`config.mk`:
```
export PLATFORM = sky130hd
export DESIGN_NAME = decode_stage_param
export DESIGN_NICKNAME = d
export VERILOG_FILES = /design/src/rtl/decode_stage_param.sv
export SDC_FILE = /design/constraint.sdc
export NUM_CORES = 1
export LEC_CHECK = 0
export ABC_AREA = 1
export CAP_MARGIN = 20
export CORE_ASPECT_RATIO = 0.9
export CORE_UTILIZATION = 30
export DETAILED_ROUTE_END_ITERATION = 6
export PLACE_DENSITY_LB_ADDON = 0.1
export SYNTH_ARGS = -nofsm -noshare
export SYNTH_HDL_FRONTEND = slang
export SYNTH_SLANG_ARGS = --single-unit
```
`constraint.sdc`:
```
create_clock -name clk -period 19.8 [get_ports clk]
set_clock_uncertainty 0.1 [all_clocks]
set_input_delay 3.96 -clock clk [delete_from_list [all_inputs] [get_ports clk]]
set_output_delay 3.96 -clock clk [all_outputs]
set_load 0.02 [all_outputs]
```
`src/rtl/decode_stage_param.sv`:
```
// decode_stage_param: parametrised ID stage.
// Contains the register file, the instruction decoder and the ID/EX pipeline
// register. It also provides stall and flush controls, a valid bit and
// illegal-opcode detection.
// Optional macro DECODE_WB_BYPASS_EN: when it is defined, a register read in
// the same cycle as a qualifying writeback to that register returns ResultW.
// When it is undefined, the read returns the old contents.
module decode_stage_param #(
  parameter int DW    = 19,
  parameter int PCW   = 15,
  parameter int NREGS = 19,
  localparam int RA   = $clog2(NREGS),
  localparam int IW   = 3*RA + 5
) (
  input  logic           clk,
  input  logic           reset,
  input  logic           ValidD,
  input  logic           StallD,
  input  logic           FlushE,
  input  logic [IW-1:0]  InstrD,
  input  logic [PCW-1:0] PCD,
  input  logic           RegWriteW,
  input  logic [RA-1:0]  RdW,
  input  logic [DW-1:0]  ResultW,
  output logic           RegWriteE,
  output logic           MemWriteE,
  output logic           JumpE,
  output logic           ALUSrcE,
  output logic           ResultSrcE,
  output logic           Cant_ByteE,
  output logic           ValidE,
  output logic           IllegalE,
  output logic [1:0]     BranchE,
  output logic [2:0]     ALUControlE,
  output logic [DW-1:0]  RD1E,
  output logic [DW-1:0]  RD2E,
  output logic [DW-1:0]  ImmExtE,
  output logic [PCW-1:0] PCE,
  output logic [RA-1:0]  RDE,
  output logic [RA-1:0]  RS1E,
  output logic [RA-1:0]  RS2E
);

  localparam logic [RA:0] NREGS_W = (RA+1)'(NREGS);

  typedef struct packed {
    logic           reg_write;
    logic           mem_write;
    logic           jump;
    logic           alu_src;
    logic           result_src;
    logic           cant_byte;
    logic           valid;
    logic           illegal;
    logic [1:0]     branch;
    logic [2:0]     alu_ctrl;
    logic [DW-1:0]  rd1;
    logic [DW-1:0]  rd2;
    logic [DW-1:0]  imm;
    logic [PCW-1:0] pc;
    logic [RA-1:0]  rd;
    logic [RA-1:0]  rs1;
    logic [RA-1:0]  rs2;
  } idex_t;

  // Instruction fields
  logic [4:0]    op;
  logic [RA-1:0] rd_f;
  logic [RA-1:0] rs1_f;
  logic [RA-1:0] rs2_f;
  logic [DW-1:0] imm_rs2;
  logic [DW-1:0] imm_rd;
  logic [DW-1:0] imm_j;

  assign op      = InstrD[IW-1:3*RA];
  assign rd_f    = InstrD[3*RA-1:2*RA];
  assign rs1_f   = InstrD[2*RA-1:RA];
  assign rs2_f   = InstrD[RA-1:0];
  assign imm_rs2 = {{(DW-RA){rs2_f[RA-1]}}, rs2_f};
  assign imm_rd  = {{(DW-RA){rd_f[RA-1]}}, rd_f};
  assign imm_j   = {{(DW-3*RA){InstrD[3*RA-1]}}, InstrD[3*RA-1:0]};

  // Register file. r0 is never written, so it always holds zero.
  logic [DW-1:0] rf_q [NREGS];
  logic          wb_en;

  assign wb_en = RegWriteW && (RdW != '0) && ({1'b0, RdW} < NREGS_W);

  // Register-file write port; reset clears every entry
  always_ff @(posedge clk or posedge reset) begin
    if (reset) begin
      for (int i = 0; i < NREGS; i++) rf_q[i] <= '0;
    end else if (wb_en) begin
      rf_q[RdW] <= ResultW;
    end
  end

  logic [DW-1:0] rd1_d;
  logic [DW-1:0] rd2_d;

  // Combinational reads; r0 and out-of-range addresses read as zero
  always_comb begin
    rd1_d = '0;
    rd2_d = '0;
    if (rs1_f != '0 && {1'b0, rs1_f} < NREGS_W) rd1_d = rf_q[rs1_f];
    if (rs2_f != '0 && {1'b0, rs2_f} < NREGS_W) rd2_d = rf_q[rs2_f];
`ifdef DECODE_WB_BYPASS_EN
    if (wb_en && rs1_f == RdW) rd1_d = ResultW;
    if (wb_en && rs2_f == RdW) rd2_d = ResultW;
`endif
  end

  // Decoder outputs, before the bubble is applied
  logic          dec_rw, dec_mw, dec_jump, dec_alusrc, dec_rsrc, dec_cb, dec_illegal;
  logic [1:0]    dec_br;
  logic [2:0]    dec_aluc;
  logic [DW-1:0] dec_imm;

  // Opcode decode, grouped by op[4:3]
  always_comb begin
    dec_rw      = 1'b0;
    dec_mw      = 1'b0;
    dec_jump    = 1'b0;
    dec_alusrc  = 1'b0;
    dec_rsrc    = 1'b0;
    dec_cb      = 1'b0;
    dec_illegal = 1'b0;
    dec_br      = 2'b00;
    dec_aluc    = 3'b000;
    dec_imm     = '0;
    case (op[4:3])
      2'b00: begin
        dec_rw   = 1'b1;
        dec_aluc = op[2:0];
      end
      2'b01: begin
        dec_rw     = 1'b1;
        dec_alusrc = 1'b1;
        dec_aluc   = op[2:0];
        dec_imm    = imm_rs2;
      end
      2'b10: begin
        dec_cb = op[0];
        if (op[1]) begin
          dec_illegal = 1'b1;
        end else if (op[2]) begin
          dec_mw     = 1'b1;
          dec_alusrc = 1'b1;
          dec_imm    = imm_rd;
        end else begin
          dec_rw     = 1'b1;
          dec_rsrc   = 1'b1;
          dec_alusrc = 1'b1;
          dec_imm    = imm_rs2;
        end
      end
      2'b11: begin
        case (op[2:0])
          3'b000: begin
            dec_jump = 1'b1;
            dec_imm  = imm_j;
          end
          3'b001, 3'b010, 3'b011: begin
            dec_br  = op[1:0];
            dec_imm = imm_rd;
          end
          3'b100: ;
          default: dec_illegal = 1'b1;
        endcase
      end
    endcase
  end

  idex_t idex_q, idex_d;
  logic  bubble;

  assign bubble = !ValidD || dec_illegal;

  // ID/EX next state. Flush beats stall, and stall beats load.
  always_comb begin
    idex_d = idex_q;
    if (FlushE) begin
      idex_d = '0;
    end else if (!StallD) begin
      idex_d.reg_write  = dec_rw     && !bubble;
      idex_d.mem_write  = dec_mw     && !bubble;
      idex_d.jump       = dec_jump   && !bubble;
      idex_d.alu_src    = dec_alusrc && !bubble;
      idex_d.result_src = dec_rsrc   && !bubble;
      idex_d.cant_byte  = dec_cb     && !bubble;
      idex_d.branch     = bubble ? 2'b00  : dec_br;
      idex_d.alu_ctrl   = bubble ? 3'b000 : dec_aluc;
      idex_d.valid      = !bubble;
      idex_d.illegal    = ValidD && dec_illegal;
      idex_d.rd1        = rd1_d;
      idex_d.rd2        = rd2_d;
      idex_d.imm        = dec_imm;
      idex_d.pc         = PCD;
      idex_d.rd         = rd_f;
      idex_d.rs1        = rs1_f;
      idex_d.rs2        = rs2_f;
    end
  end

  // ID/EX pipeline register
  always_ff @(posedge clk or posedge reset) begin
    if (reset) idex_q <= '0;
    else       idex_q <= idex_d;
  end

  assign RegWriteE   = idex_q.reg_write;
  assign MemWriteE   = idex_q.mem_write;
  assign JumpE       = idex_q.jump;
  assign ALUSrcE     = idex_q.alu_src;
  assign ResultSrcE  = idex_q.result_src;
  assign Cant_ByteE  = idex_q.cant_byte;
  assign ValidE      = idex_q.valid;
  assign IllegalE    = idex_q.illegal;
  assign BranchE     = idex_q.branch;
  assign ALUControlE = idex_q.alu_ctrl;
  assign RD1E        = idex_q.rd1;
  assign RD2E        = idex_q.rd2;
  assign ImmExtE     = idex_q.imm;
  assign PCE         = idex_q.pc;
  assign RDE         = idex_q.rd;
  assign RS1E        = idex_q.rs1;
  assign RS2E        = idex_q.rs2;

endmodule

```
==> impl_summary.md, run 1 <==
Cells and area
The net count reported at finish is 3,761. The layout has about 9,000 filler cells. For this run, the number of standard cells in the final layout without fillers is around 4,900.

The antenna diode instance count is 0. The share of the core filled with cells is about a third. The area growth from synthesis to layout is 16.60%. The share of cells above drive strength 1 is 4.366%.

Synth
The net count of the mapped netlist is around 3,800. The area fraction of the dominant cell type after synthesis is 45.65%. Synthesis instantiated 31 different standard cells from the library.

Yosys mapped a number of flops with a built-in enable equal to 0. The dominant register cell in the synthesized netlist is sky130_fd_sc_hd__dfrtp_1. The post-synthesis async set-or-reset flop share is 100.0%. Counting instances in the post-synthesis netlist gives the leading cell types as 1,687 x sky130_fd_sc_hd__nand2_1, 474 x sky130_fd_sc_hd__o21ai_0, 457 x sky130_fd_sc_hd__dfrtp_1, 301 x sky130_fd_sc_hd__inv_1, 245 x sky130_fd_sc_hd__nand3_1. Counting flops and latches in the post-synthesis netlist gives 457.

sky130_fd_sc_hd__nand2_1 is the most common cell in the netlist. Of all cell types, the one taking the most synthesized area is sky130_fd_sc_hd__dfrtp_1. The count of yosys warnings during synthesis is 0.

In the synthesized netlist, the number of instances is 3,694. The post-synthesis sequential area ratio is 45.65%. The area of the mapped netlist is 25,050 um2. A synthesized cell averages 6.782 um2. By area the synthesized netlist is led by sky130_fd_sc_hd__dfrtp_1 46%, sky130_fd_sc_hd__nand2_1 25%, sky130_fd_sc_hd__o21ai_0 9.5%.

Clock tree
The number of levels in the clock H-tree is 2. The TritonCTS sink count is around 460. The number of CTS-inserted buffers is 57. No sink is reached through more buffers than the 3 on the longest clock path. For this design, the CTS-stage hold fixing added 0 buffers. The later pin in the worst-skew pair is clocked with a latency of 0.65 ns.

CTS placed an instance of sky130_fd_sc_hd__clkbuf_16 at the clock tree root. Clock-pin slew was measured on the worst setup and hold paths at 0.06 ns. Once the clock tree was built, the setup fixing pass inserted 0 buffers. Once the clock tree was built, the resizer swapped 0 gates to a different size.

TritonCTS built the clock tree.

Timing
Setup repair after global routing left no endpoint under its margin. The total negative slack is 0 ns. The final hold slack is between 0.2 and 0.3 ns.

The worst path needs roughly 6.7 ns of the cycle, external delays included. The total count of hold-check failures in the final report came to 0. Setup violations remaining at the end of the flow were counted as 0. Of the available clock period, the critical path in the final layout requires between 30% and 40%. The slew of the pin with the lowest slew margin is about 1.1 ns. The max-slew violation count is 0. Timing would allow up to 0.1482 GHz. The headroom to the max-slew limit is a little over a quarter.

Floorplanning
The die is 306.6 um wide. Measured along the y axis, the die boundary spans between 200 and 300 um. The number of primary I/O pins is approximately 170. For this configuration, the core starts out at a cell density of 30.29%.

The core region is 82,700 um2. The floorplan step defined a die boundary enclosing 84,670 um2. The initialized floorplan defines 100 standard-cell rows.

Power
Net switching is 31.47% of the power. The clock network fraction of total power is 39.8%. The part of the total power dissipated in sequential elements is 43.2%. The worst ir drop on vdd is around 59 uV.

The relative contribution of combinational cells to total power is 17.0%. Power spread over the standard cell area amounts to around 90 nW/um2. Internal power comes to 1.795 mW. For this design the total switching power over the nets is 0.8245 mW. In this run the static leakage power is 14.69 nW.

Worst setup path
The worst flop-to-flop path startpoint is rf_q[292]. The terminus of the critical flop-to-flop path is RD2E[7]. The first element of the critical path is RdW[4].

The worst setup path is of the input port to flip-flop kind. The register-to-register path setup slack is 18.07 ns. The kind of capture point of the worst setup path is a flip-flop.

STA puts the critical path data required time at 20.26 ns. The worst setup path is launched from an input port. The data arrival time of the critical path is 7.20 ns. The cell depth of the worst flop-to-flop path is 12. Of all nets on the critical path, the largest fanout is 80.

Drt
The detailed router finished its first iteration with 1,958 violations. The DRC violations left is 0. The count of nets left with antenna violations once routing finished came out at 0.

The overall routed net length is 98,360 um. The total number of vias is 23,520. Dividing the detail-routed wire length by the instance count gives 20.26 um. The first detailed-routing pass ran for 6 iterations. The number of vias per cell after detailed routing is roughly 4.8.

Hold path
The worst hold path terminates at rf_q[352]. The worst min-delay path startpoint is rf_q[352]. The worst hold path cell count is 0. The path class of the tightest hold or removal check is flip-flop to flip-flop.

Global route
The overall global routing resource usage is 23.35%. The pin count of the biggest net entering global routing is 87. The initial antenna violation count was 1.

The first global-routing pass estimated 151,600 um of wire. The total congestion overflow is 0. The via count of the first global-routing pass is approximately 23,000.

Place
Routability-driven placement finished with a final weighted congestion of 0.8021. Detailed placement ended at an HPWL of ~63,000 um. The total placed cells including tap cells is 4,755. In this run the tool buffered the top-level ports with ~160 buffer cells.

Job
The number of max-cap violations is 0.

Run status
The flow ran to the end, and the final reports show no timing, DRC or antenna violations.
==> cell type report <==
cell class                 count  area [um2]  share of cell area [%]
sequential                   457       11440                   39.15
clock buffer                  79        1600                   5.479
inverter                     307        1166                   3.992
timing repair buffer         216        2029                   6.948
tap                         1122        1404                   4.806
clock inverter                21       226.5                  0.7753
multi-input combinational   2653       11350                   38.85
==> sequential cells by signal (all words and copies together) (netlist names), 2 cells and up <==
signal	cells
rf_q	361
RD1E	19
RD2E	19
ImmExtE	15
PCE	15
RDE	5
RS1E	5
RS2E	5
ALUControlE	3
BranchE	2
==> placed cells by master, fill, tap and decap left out, drive strengths merged <==
master         Yosys  final
a21boi             1      1
a21oi             62     62
a22o              16     16
a31oi              2      2
buf               70     56
bufinv             0      3
clkbuf           207     79
clkdlybuf4s50      0    160
clkinv             1     13
clkinvlp           0      5
dfrtp            457    457
ha                 4      4
inv              306    307
nand2           1688   1688
nand3            246    246
nand3b             7      7
nand4              4      4
nor2              89     89
nor3               2      2
o211ai            31     31
o21ai            488    488
o22a               1      1
o22ai              6      6
o31ai              6      6
==> logic make-up (layout without fill, tap and decap cells) <==
logic type	Yosys count	after routing	synth area share, %
AO/OA/AOI/OAI	613	613	12.97
flip-flops	457	457	45.65
adder cells (fa/ha/maj)	4	4	0.1998
AND/OR/NAND/NOR	2036	2036	32.03
buffers and inverters	584	623	9.155
==> worst max-delay path, stage by stage <==
cell                              delay (ns)
sky130_fd_sc_hd__clkdlybuf4s50_1        0.52
sky130_fd_sc_hd__inv_1                  0.14
sky130_fd_sc_hd__nand2_1                0.56
sky130_fd_sc_hd__inv_1                  0.24
sky130_fd_sc_hd__a21oi_4                0.32
sky130_fd_sc_hd__nand3_4                0.08
sky130_fd_sc_hd__buf_4                  0.36
sky130_fd_sc_hd__nor2_2                 0.76
sky130_fd_sc_hd__nand2_1                0.10
sky130_fd_sc_hd__nand2_1                0.10
==> power groups by stage <==
stage | logic, mW | clock network (mW) | registers [mW]
final | 0.444 | 1.04 | 1.13
after global routing | 0.512 | 1.10 | 1.15
after CTS | 0.449 | 1.07 | 1.13
after detailed placement | 0.448 | 0 | 1.14
after global placement | 0.446 | 0 | 1.14
after floorplan | 0.295 | 0 | 1.13
==> how the worst max path moves through the flow <==
stage / end
finish: rf_q[71]
global route: rf_q[68]
CTS: rf_q[71]
detailed placement: rf_q[64]
global placement: rf_q[71]
floorplan: ALUControlE[0]
==> through the flow <==
| step | area [um2] | setup slack, ns | power [mW] |
|---|---|---|---|
| after detailed placement | 27380 | 12.38 | 1.593 |
| after CTS | 29210 | 13.06 | 2.646 |
| final | 29210 | 13.05 | 2.620 |
| after global placement | 27380 | 12.49 | 1.591 |
| after floorplan | 25050 | 3.000 | 1.421 |
| after global routing | 29210 | 12.72 | 2.760 |
==> metal layers <==
| layer | part of all wire [%] | global-route usage [%] | wire (um) |
|---|---|---|---|
| met1 | 47 | 33.39 | 46370 |
| met2 | 45 | 36.63 | 44110 |
| met3 | 4.6 | 2.430 | 4487 |
| met4 | 3.5 | 7.987 | 3397 |
| met5 | 0 | 0 | 0 |
No activity file was read; power rests on OpenSTA's default activity.
==> run 2, diff against run 1 <==
==> constraint.sdc (replaced) <==
create_clock -name clk -period 6.1 [get_ports clk]
set_clock_uncertainty 0.1 [all_clocks]
set_input_delay 1.22 -clock clk [delete_from_list [all_inputs] [get_ports clk]]
set_output_delay 1.22 -clock clk [all_outputs]
set_load 0.02 [all_outputs]
==> run 2 against run 1 <==
  * Critical path depth unchanged
  * Wire length grew 1.8%
  * Power rose to 3.4 times the previous value
  * Non-clock buffer count rose by 3
  * Count of clock-buffer cells in the layout grew 6
  * Via count up 0.37%
  * Worst setup slack lost 11 ns
  * Clock power rose to 3.5 times the previous value
  * Sequential cell count unchanged
  * Register-to-register slack got worse by 14 ns
  * Cell count increased by 0.19%
  * Highest routed layer unchanged
  * First-iteration DRC count grew 8.0%
==> impl_summary.md, run 2 (synthesis results as in run 1) <==
Worst setup path
The kind of capture point of the worst setup path is a flip-flop (unchanged). The cell depth of the worst flop-to-flop path is 12 (unchanged). The maximum net fanout on the critical path came to 43 (was 80). The kind of start point of the critical path is an input port (unchanged). The data arrival time of the critical path is 4.23 ns (was 7.20 ns). The required time of the critical path is 6.57 ns (was 20.26 ns). The register-to-register path setup slack is 4.37 ns (was 18.07 ns). The worst flop-to-flop path startpoint is rf_q[301] (was rf_q[292]). The first element of the critical path is RdW[4] (unchanged). The termination of the worst setup path is rf_q[221] (was rf_q[71]). The terminus of the critical flop-to-flop path is RD2E[16] (was RD2E[7]). The kind of critical path is input port to flip-flop (unchanged).

Cells and area
The cell area after layout is 29,500 um2 (was 29,210 um2). The non-filler instance count after layout is 4,864 (was 4,855). The most frequent standard cell in the layout excluding fill and tap cells is sky130_fd_sc_hd__nand2_1 (unchanged). The share of cells above drive strength 1 is 4.543% (was 4.366%). Most frequent cells in the layout: 1,686 x sky130_fd_sc_hd__nand2_1, 474 x sky130_fd_sc_hd__o21ai_0, 457 x sky130_fd_sc_hd__dfrtp_1 (unchanged).

The register bank with the most flops is rf_q (unchanged). The number of flip-flops under the largest register name was 361 (unchanged). The share of the core filled with cells is 35.67% (was 35.32%).

The net count reported at finish is 3,764 (was 3,761). The antenna diode instance count is 0 (unchanged). The area growth from synthesis to layout came to 17.78% (was 16.60%).

Clock tree
The number of hold-repair buffers added at the cts stage is 0 (unchanged). The buffer count from post-CTS setup fixing is 0 (unchanged). The number of CTS-inserted buffers is 57 (unchanged). The clock latency on the worst-skew pair is 0.64 ns (was 0.65 ns).

The post-cts repair resize count came to 0 (unchanged). The TritonCTS clock tree is built (unchanged). The TritonCTS sink count is 457 (unchanged).

The maximum number of buffers from clock root to sink is 3 (unchanged). The cell chosen for the clock root is sky130_fd_sc_hd__clkbuf_16 (unchanged). The number of levels in the clock H-tree is 2 (unchanged). The clock transition at the registers of the reported paths is 0.06 ns (about the same).

Drt
The number of vias per cell after detailed routing is 4.854 (was 4.845). The number of optimization iterations in the first detailed-route pass is 6 (unchanged). The DRC violation total after the first TritonRoute iteration is 2,114 (was 1,958). The overall routed net length was 100,100 um (was 98,360 um). The DRC violations left is 0 (unchanged). The final routed wire length divided by cell count came to 20.58 um (was 20.26 um). The total number of vias came to 23,610 (was 23,520). The number of nets with antenna violations after routing is 0 (unchanged).

Timing
The minimum clock period is 3.757 ns. The post-route worst setup slack is 2.343 ns (was 13.05 ns). The final-report setup violation count came to 0 (unchanged). The total count of hold-check failures in the final report was 0 (unchanged). The slew of the pin with the lowest slew margin was 1.071 ns (was 1.095 ns). For this run, the top clock speed supported by timing is 0.2662 GHz.

RSZ-0062 raised after global routing: false (unchanged). The headroom to the max-slew limit is 28.37% (was 26.97%). The final hold slack is 0.2732 ns (was 0.2742 ns).

The max-slew violation count is 0 (unchanged). The final period utilization is 61.59%. The total negative slack came to 0 ns (unchanged).

Global route
The total congestion overflow is 0 (unchanged). The overall global routing resource usage is 23.66% (was 23.35%). The first-pass GRT wire length was 152,400 um (was 151,600 um).

The initial antenna violation count is 1 (unchanged). The via count of the first global-routing pass is 22,830 (was 23,140). The pin count of the biggest net entering global routing is 134 (was 87).

Floorplanning
The area of the die is 84,670 um2 (unchanged). The area of the placeable core came to 82,700 um2 (unchanged). The die outline width is 306.6 um (unchanged). The number of placement rows is 100 (unchanged). The starting density of the core is 30.29% (unchanged).

The number of primary I/O pins is 165 (unchanged). The height of the die is 276.1 um (unchanged).

Place
The pre-CTS setup slack is 1.715 ns (was 12.38 ns). The number of buffers added on ports is 164 (unchanged). The final HPWL from detailed placement was 64,470 um (was 63,250 um).

The post-placement cell area came to 27,510 um2 (was 27,380 um2). The total placed cells including tap cells is 4,758 (was 4,755). The final weighted congestion in routability-driven placement was 0.8246 (was 0.8021).

Power
The worst ir drop on vdd is 211.4 uV (was 58.78 uV). The leakage power is 14.83 nW (was 14.69 nW). The total power of the final layout is 8.799 mW (was 2.620 mW). The power density over the cells is 298.2 nW/um2 (was 89.68 nW/um2).

Job
The number of max-cap violations is 0 (unchanged).

Run status
Run status: completed (unchanged).

Hold path
The class of the most critical hold timing path is flip-flop to flip-flop (unchanged).
## run 2: cell types whose count changed in the layout (fill, tap and decap cells not counted)
cell,delta
sky130_fd_sc_hd__bufinv_16,+5
sky130_fd_sc_hd__clkinv_4,-1
sky130_fd_sc_hd__buf_12,+7
sky130_fd_sc_hd__inv_16,-1
sky130_fd_sc_hd__clkinvlp_4,-2
sky130_fd_sc_hd__nor2_2,-1
sky130_fd_sc_hd__clkbuf_8,+5
sky130_fd_sc_hd__inv_8,-1
sky130_fd_sc_hd__nor2_1,+1
sky130_fd_sc_hd__buf_16,+1
sky130_fd_sc_hd__buf_4,-5
sky130_fd_sc_hd__clkbuf_1,+1
## run 2: worst min path at each step
stage	startpoint	end	slack, ns	cells after the start
global route	rf_q[355]	rf_q[355]	0.28	0
detailed placement	rf_q[344]	rf_q[344]	0.27	0
CTS	rf_q[349]	rf_q[349]	0.28	0
finish	rf_q[359]	rf_q[359]	0.27	0
global placement	rf_q[343]	rf_q[343]	0.26	0
floorplan	rf_q[342]	rf_q[342]	0.33	1
## run 2: final cells by class
| class | count | area, um2 |
|---|---|---|
| repair buffers | 219 | 2160 |
| flip-flops and latches | 457 | 11440 |
| multi-input cells | 2653 | 11340 |
| clock inverters | 21 | 325.3 |
| fillers | 8928 | 53200 |
| clock buffers | 85 | 1673 |
| inverters | 307 | 1162 |
| well taps | 1122 | 1404 |
## run 2: where the power goes
group          switching, mW  total, mW  internal, mW  leakage [nW]
clock network           1.43       3.66          2.23         0.979
logic                  0.986       1.47         0.480          7.74
registers              0.272       3.67          3.40          6.11
## run 2: per-layer routing
metal | track usage [%] | vias to the layer above | share of wire [%]
met2 | 38.11 | 623 | 46
met5 | 0 | - | 0
met3 | 2.637 | 159 | 4.5
met1 | 32.71 | 11240 | 46
met4 | 8.474 | 0 | 3.7
li1 | - | 11580 | -
## run 2: critical path, cell delays in order
cell and delay [ns]:
sky130_fd_sc_hd__clkdlybuf4s50_1 0.52, sky130_fd_sc_hd__inv_1 0.14, sky130_fd_sc_hd__nand2_1 0.09, sky130_fd_sc_hd__buf_4 0.24, sky130_fd_sc_hd__inv_1 0.15, sky130_fd_sc_hd__a21oi_4 0.29
sky130_fd_sc_hd__nand3_4 0.44, sky130_fd_sc_hd__nor2_2 0.84, sky130_fd_sc_hd__nand2_1 0.15, sky130_fd_sc_hd__nand2_1 0.10
==> run 3, diff against run 2 <==
==> constraint.sdc (replaced) <==
create_clock -name clk -period 3.89 [get_ports clk]
set_clock_uncertainty 0.1 [all_clocks]
set_input_delay 0.778 -clock clk [delete_from_list [all_inputs] [get_ports clk]]
set_output_delay 0.778 -clock clk [all_outputs]
set_load 0.02 [all_outputs]
==> run 3 against run 2 <==
  * Combinational power up 58%
  * Via count barely moved
  * Sequential share of layout area shrank 0.26 points
  * Final area increased by 0.68%
  * Worst hold slack better by 0.0013 ns
  * First-iteration DRC count fell by 13%
  * Clock power grew 48%
  * Sequential power up 56%
  * Worst setup slack worse by 1.1 ns
  * Register-to-register slack worse by 2.1 ns
==> impl_summary.md, run 3 (synthesis results as in run 1) <==
Run status
Run status: completed (unchanged).

Floorplanning
The starting density of the core is 30.29% (unchanged). The number of primary I/O pins is 165 (unchanged). The number of placement rows was 100 (unchanged). The area of the die is 84,670 um2 (unchanged).

The height of the die is 276.1 um (unchanged). The area of the placeable core was 82,700 um2 (unchanged). The die outline width is 306.6 um (unchanged).

Clock tree
The maximum number of buffers from clock root to sink is 3 (unchanged). The clock transition at the registers of the reported paths is 0.06 ns (about the same). The clock latency on the worst-skew pair is 0.63 ns (was 0.64 ns). The TritonCTS sink count is 457 (unchanged). The number of hold-repair buffers added at the cts stage is 0 (unchanged). The number of levels in the clock H-tree is 2 (unchanged). The number of CTS-inserted buffers is 54 (was 57). The TritonCTS clock tree is built (unchanged).

The post-cts repair resize count is 0 (unchanged). The cell chosen for the clock root is sky130_fd_sc_hd__clkbuf_16 (unchanged). The buffer count from post-CTS setup fixing is 0 (unchanged).

Drt
The total number of vias is 23,590 (was 23,610). The final routed wire length divided by cell count is 20.36 um (was 20.58 um). The number of vias per cell after detailed routing is 4.819 (was 4.854). The DRC violation total after the first TritonRoute iteration is 1,843 (was 2,114). The number of nets with antenna violations after routing was 0 (unchanged). The number of optimization iterations in the first detailed-route pass came to 6 (unchanged). The DRC violations left is 0 (unchanged).

The overall routed net length was 99,640 um (was 100,100 um).

Cells and area
The number of flip-flops under the largest register name is 361 (unchanged). The storage element area is 11,440 um2 (unchanged). The share of cells above drive strength 1 is 5.380% (was 4.543%). The net count reported at finish is 3,798 (was 3,764). The most frequent standard cell in the layout excluding fill and tap cells is sky130_fd_sc_hd__nand2_1 (unchanged). The area growth from synthesis to layout came to 18.58% (was 17.78%).

The count of filler cells inserted in the layout is 8,991 (was 8,928). The cell area after layout came to 29,710 um2 (was 29,500 um2). The register bank with the most flops is rf_q (unchanged). The share of the core filled with cells came to 35.92% (was 35.67%). The antenna diode instance count is 0 (unchanged).

Most frequent cells in the layout: 1,687 x sky130_fd_sc_hd__nand2_1, 474 x sky130_fd_sc_hd__o21ai_0, 457 x sky130_fd_sc_hd__dfrtp_1 (was 1,686 x sky130_fd_sc_hd__nand2_1, 474 x sky130_fd_sc_hd__o21ai_0, 457 x sky130_fd_sc_hd__dfrtp_1). The non-filler instance count after layout is 4,895 (was 4,864). The multi-input logic area is 11,340 um2 (about the same).

Timing
The max-slew violation count was 0 (unchanged). RSZ-0062 raised after global routing: false (unchanged). The minimum clock period is between 2 and 3 ns.

The total count of hold-check failures in the final report came to 0 (unchanged). The final-report setup violation count is 0 (unchanged). The slew of the pin with the lowest slew margin came to 0.9617 ns (was 1.071 ns). The total negative slack is 0 ns (unchanged). The worst path uses 68.46% of the clock period. The headroom to the max-slew limit is 35.88% (was 28.37%). For this run, the top clock speed supported by timing is 0.3755 GHz.

Power
The leakage power came to 14.98 nW (was 14.83 nW). The worst ir drop on vdd is 282.0 uV (was 211.4 uV). The total power of the final layout is 13.48 mW (was 8.799 mW). The power density over the cells is 453.7 nW/um2 (was 298.2 nW/um2).

Place
The total placed cells including tap cells is 4,795 (was 4,758). The post-placement cell area is 27,840 um2 (was 27,510 um2). The final weighted congestion in routability-driven placement is 0.8346 (was 0.8246). The final HPWL from detailed placement came to 66,660 um (was 64,470 um). The number of buffers added on ports is 164 (unchanged).

Global route
The pin count of the biggest net entering global routing is 180 (was 134). The initial antenna violation count is 0 (was 1). The via count of the first global-routing pass is 23,470 (was 22,830). The first-pass GRT wire length is 152,100 um (was 152,400 um). The overall global routing resource usage was 23.54% (was 23.66%). The total congestion overflow came to 0 (unchanged).

Worst setup path
The critical path's most frequent cell is sky130_fd_sc_hd__nand2_1 (unchanged). The maximum net fanout on the critical path came to 13 (was 43). The kind of critical path is input port to flip-flop (unchanged). The data arrival time of the critical path is 3.10 ns (was 4.23 ns).

The kind of start point of the critical path is an input port (unchanged). The register-to-register path setup slack is 2.27 ns (was 4.37 ns). The library cell contributing the largest single delay on the critical path was sky130_fd_sc_hd__clkdlybuf4s50_1 (was sky130_fd_sc_hd__nor2_2). List of cells traversed by the critical path: clkdlybuf4s50_1 -> buf_4 -> nor2_1 -> buf_4 -> nand2_1 -> nand2_1 -> inv_1 -> nand2_1 -> nand2_1 -> nand2_1 -> nand2_1 -> nand2_1 (was clkdlybuf4s50_1 -> inv_1 -> nand2_1 -> buf_4 -> inv_1 -> a21oi_4 -> nand3_4 -> nor2_2 -> nand2_1 -> nand2_1). The kind of capture point of the worst setup path is a flip-flop (unchanged). The delay contributed by the slowest stage of the critical path came to 0.61 ns (was 0.84 ns). The required time of the critical path is 4.33 ns (was 6.57 ns).

Hold path
The class of the most critical hold timing path is flip-flop to flip-flop (unchanged).

Job
The number of max-cap violations is 0 (unchanged).
[run 3: per-stage QoR]
step	hold WS, ns	setup WS, ns
6_report	0.2745	1.227
5_1_grt	0.2863	1.141
3_3_place_gp	0.2655	0.6715
3_5_place_dp	0.2656	0.6568
2_1_floorplan	0.3290	-3.171
4_1_cts	0.2790	1.211
[run 3: report_power, final]
part / internal (mW) / switching (mW) / total, mW
combinational: 0.782 / 1.54 / 2.32
clock: 3.21 / 2.20 / 5.41
sequential: 5.33 / 0.408 / 5.74
total: 9.32 / 4.15 / 13.5
[run 3: worst max-delay path, delay by kind of cell]
family	cells	cell delay, ns
buf+inv	4	1.27
simple gates	8	1.03
[run 3: area by class of cell]
class	instances	share of cell area (%)
well taps	1122	4.726
clock buffers	82	5.480
inverters	307	3.913
multi-input cells	2653	38.16
clock inverters	18	0.7876
repair buffers	256	8.432
flip-flops and latches	457	38.50
[run 3: metal layers]
layer / up-vias / routed length, um / part of all wire [%] / global-route usage [%]
li1: 11640 / - / - / -
met1: 11230 / 45650 / 46 / 31.78
met3: 145 / 3633 / 3.6 / 2.307
met2: 577 / 47070 / 47 / 39.39
met5: - / 0 / 0 / 0
met4: 0 / 3281 / 3.3 / 7.795
[run 3: worst paths after layout]
path	start	endpoint	cells past startpoint
min in group asynchronous	reset	rf_q[249]	2
hold reg to reg	rf_q[344]	rf_q[344]	0
setup / recovery	InstrD[8]	RD1E[10]	12
hold / removal	rf_q[344]	rf_q[344]	0
setup reg to reg	rf_q[260]	RD2E[13]	12
max in group asynchronous	reset	rf_q[163]	3
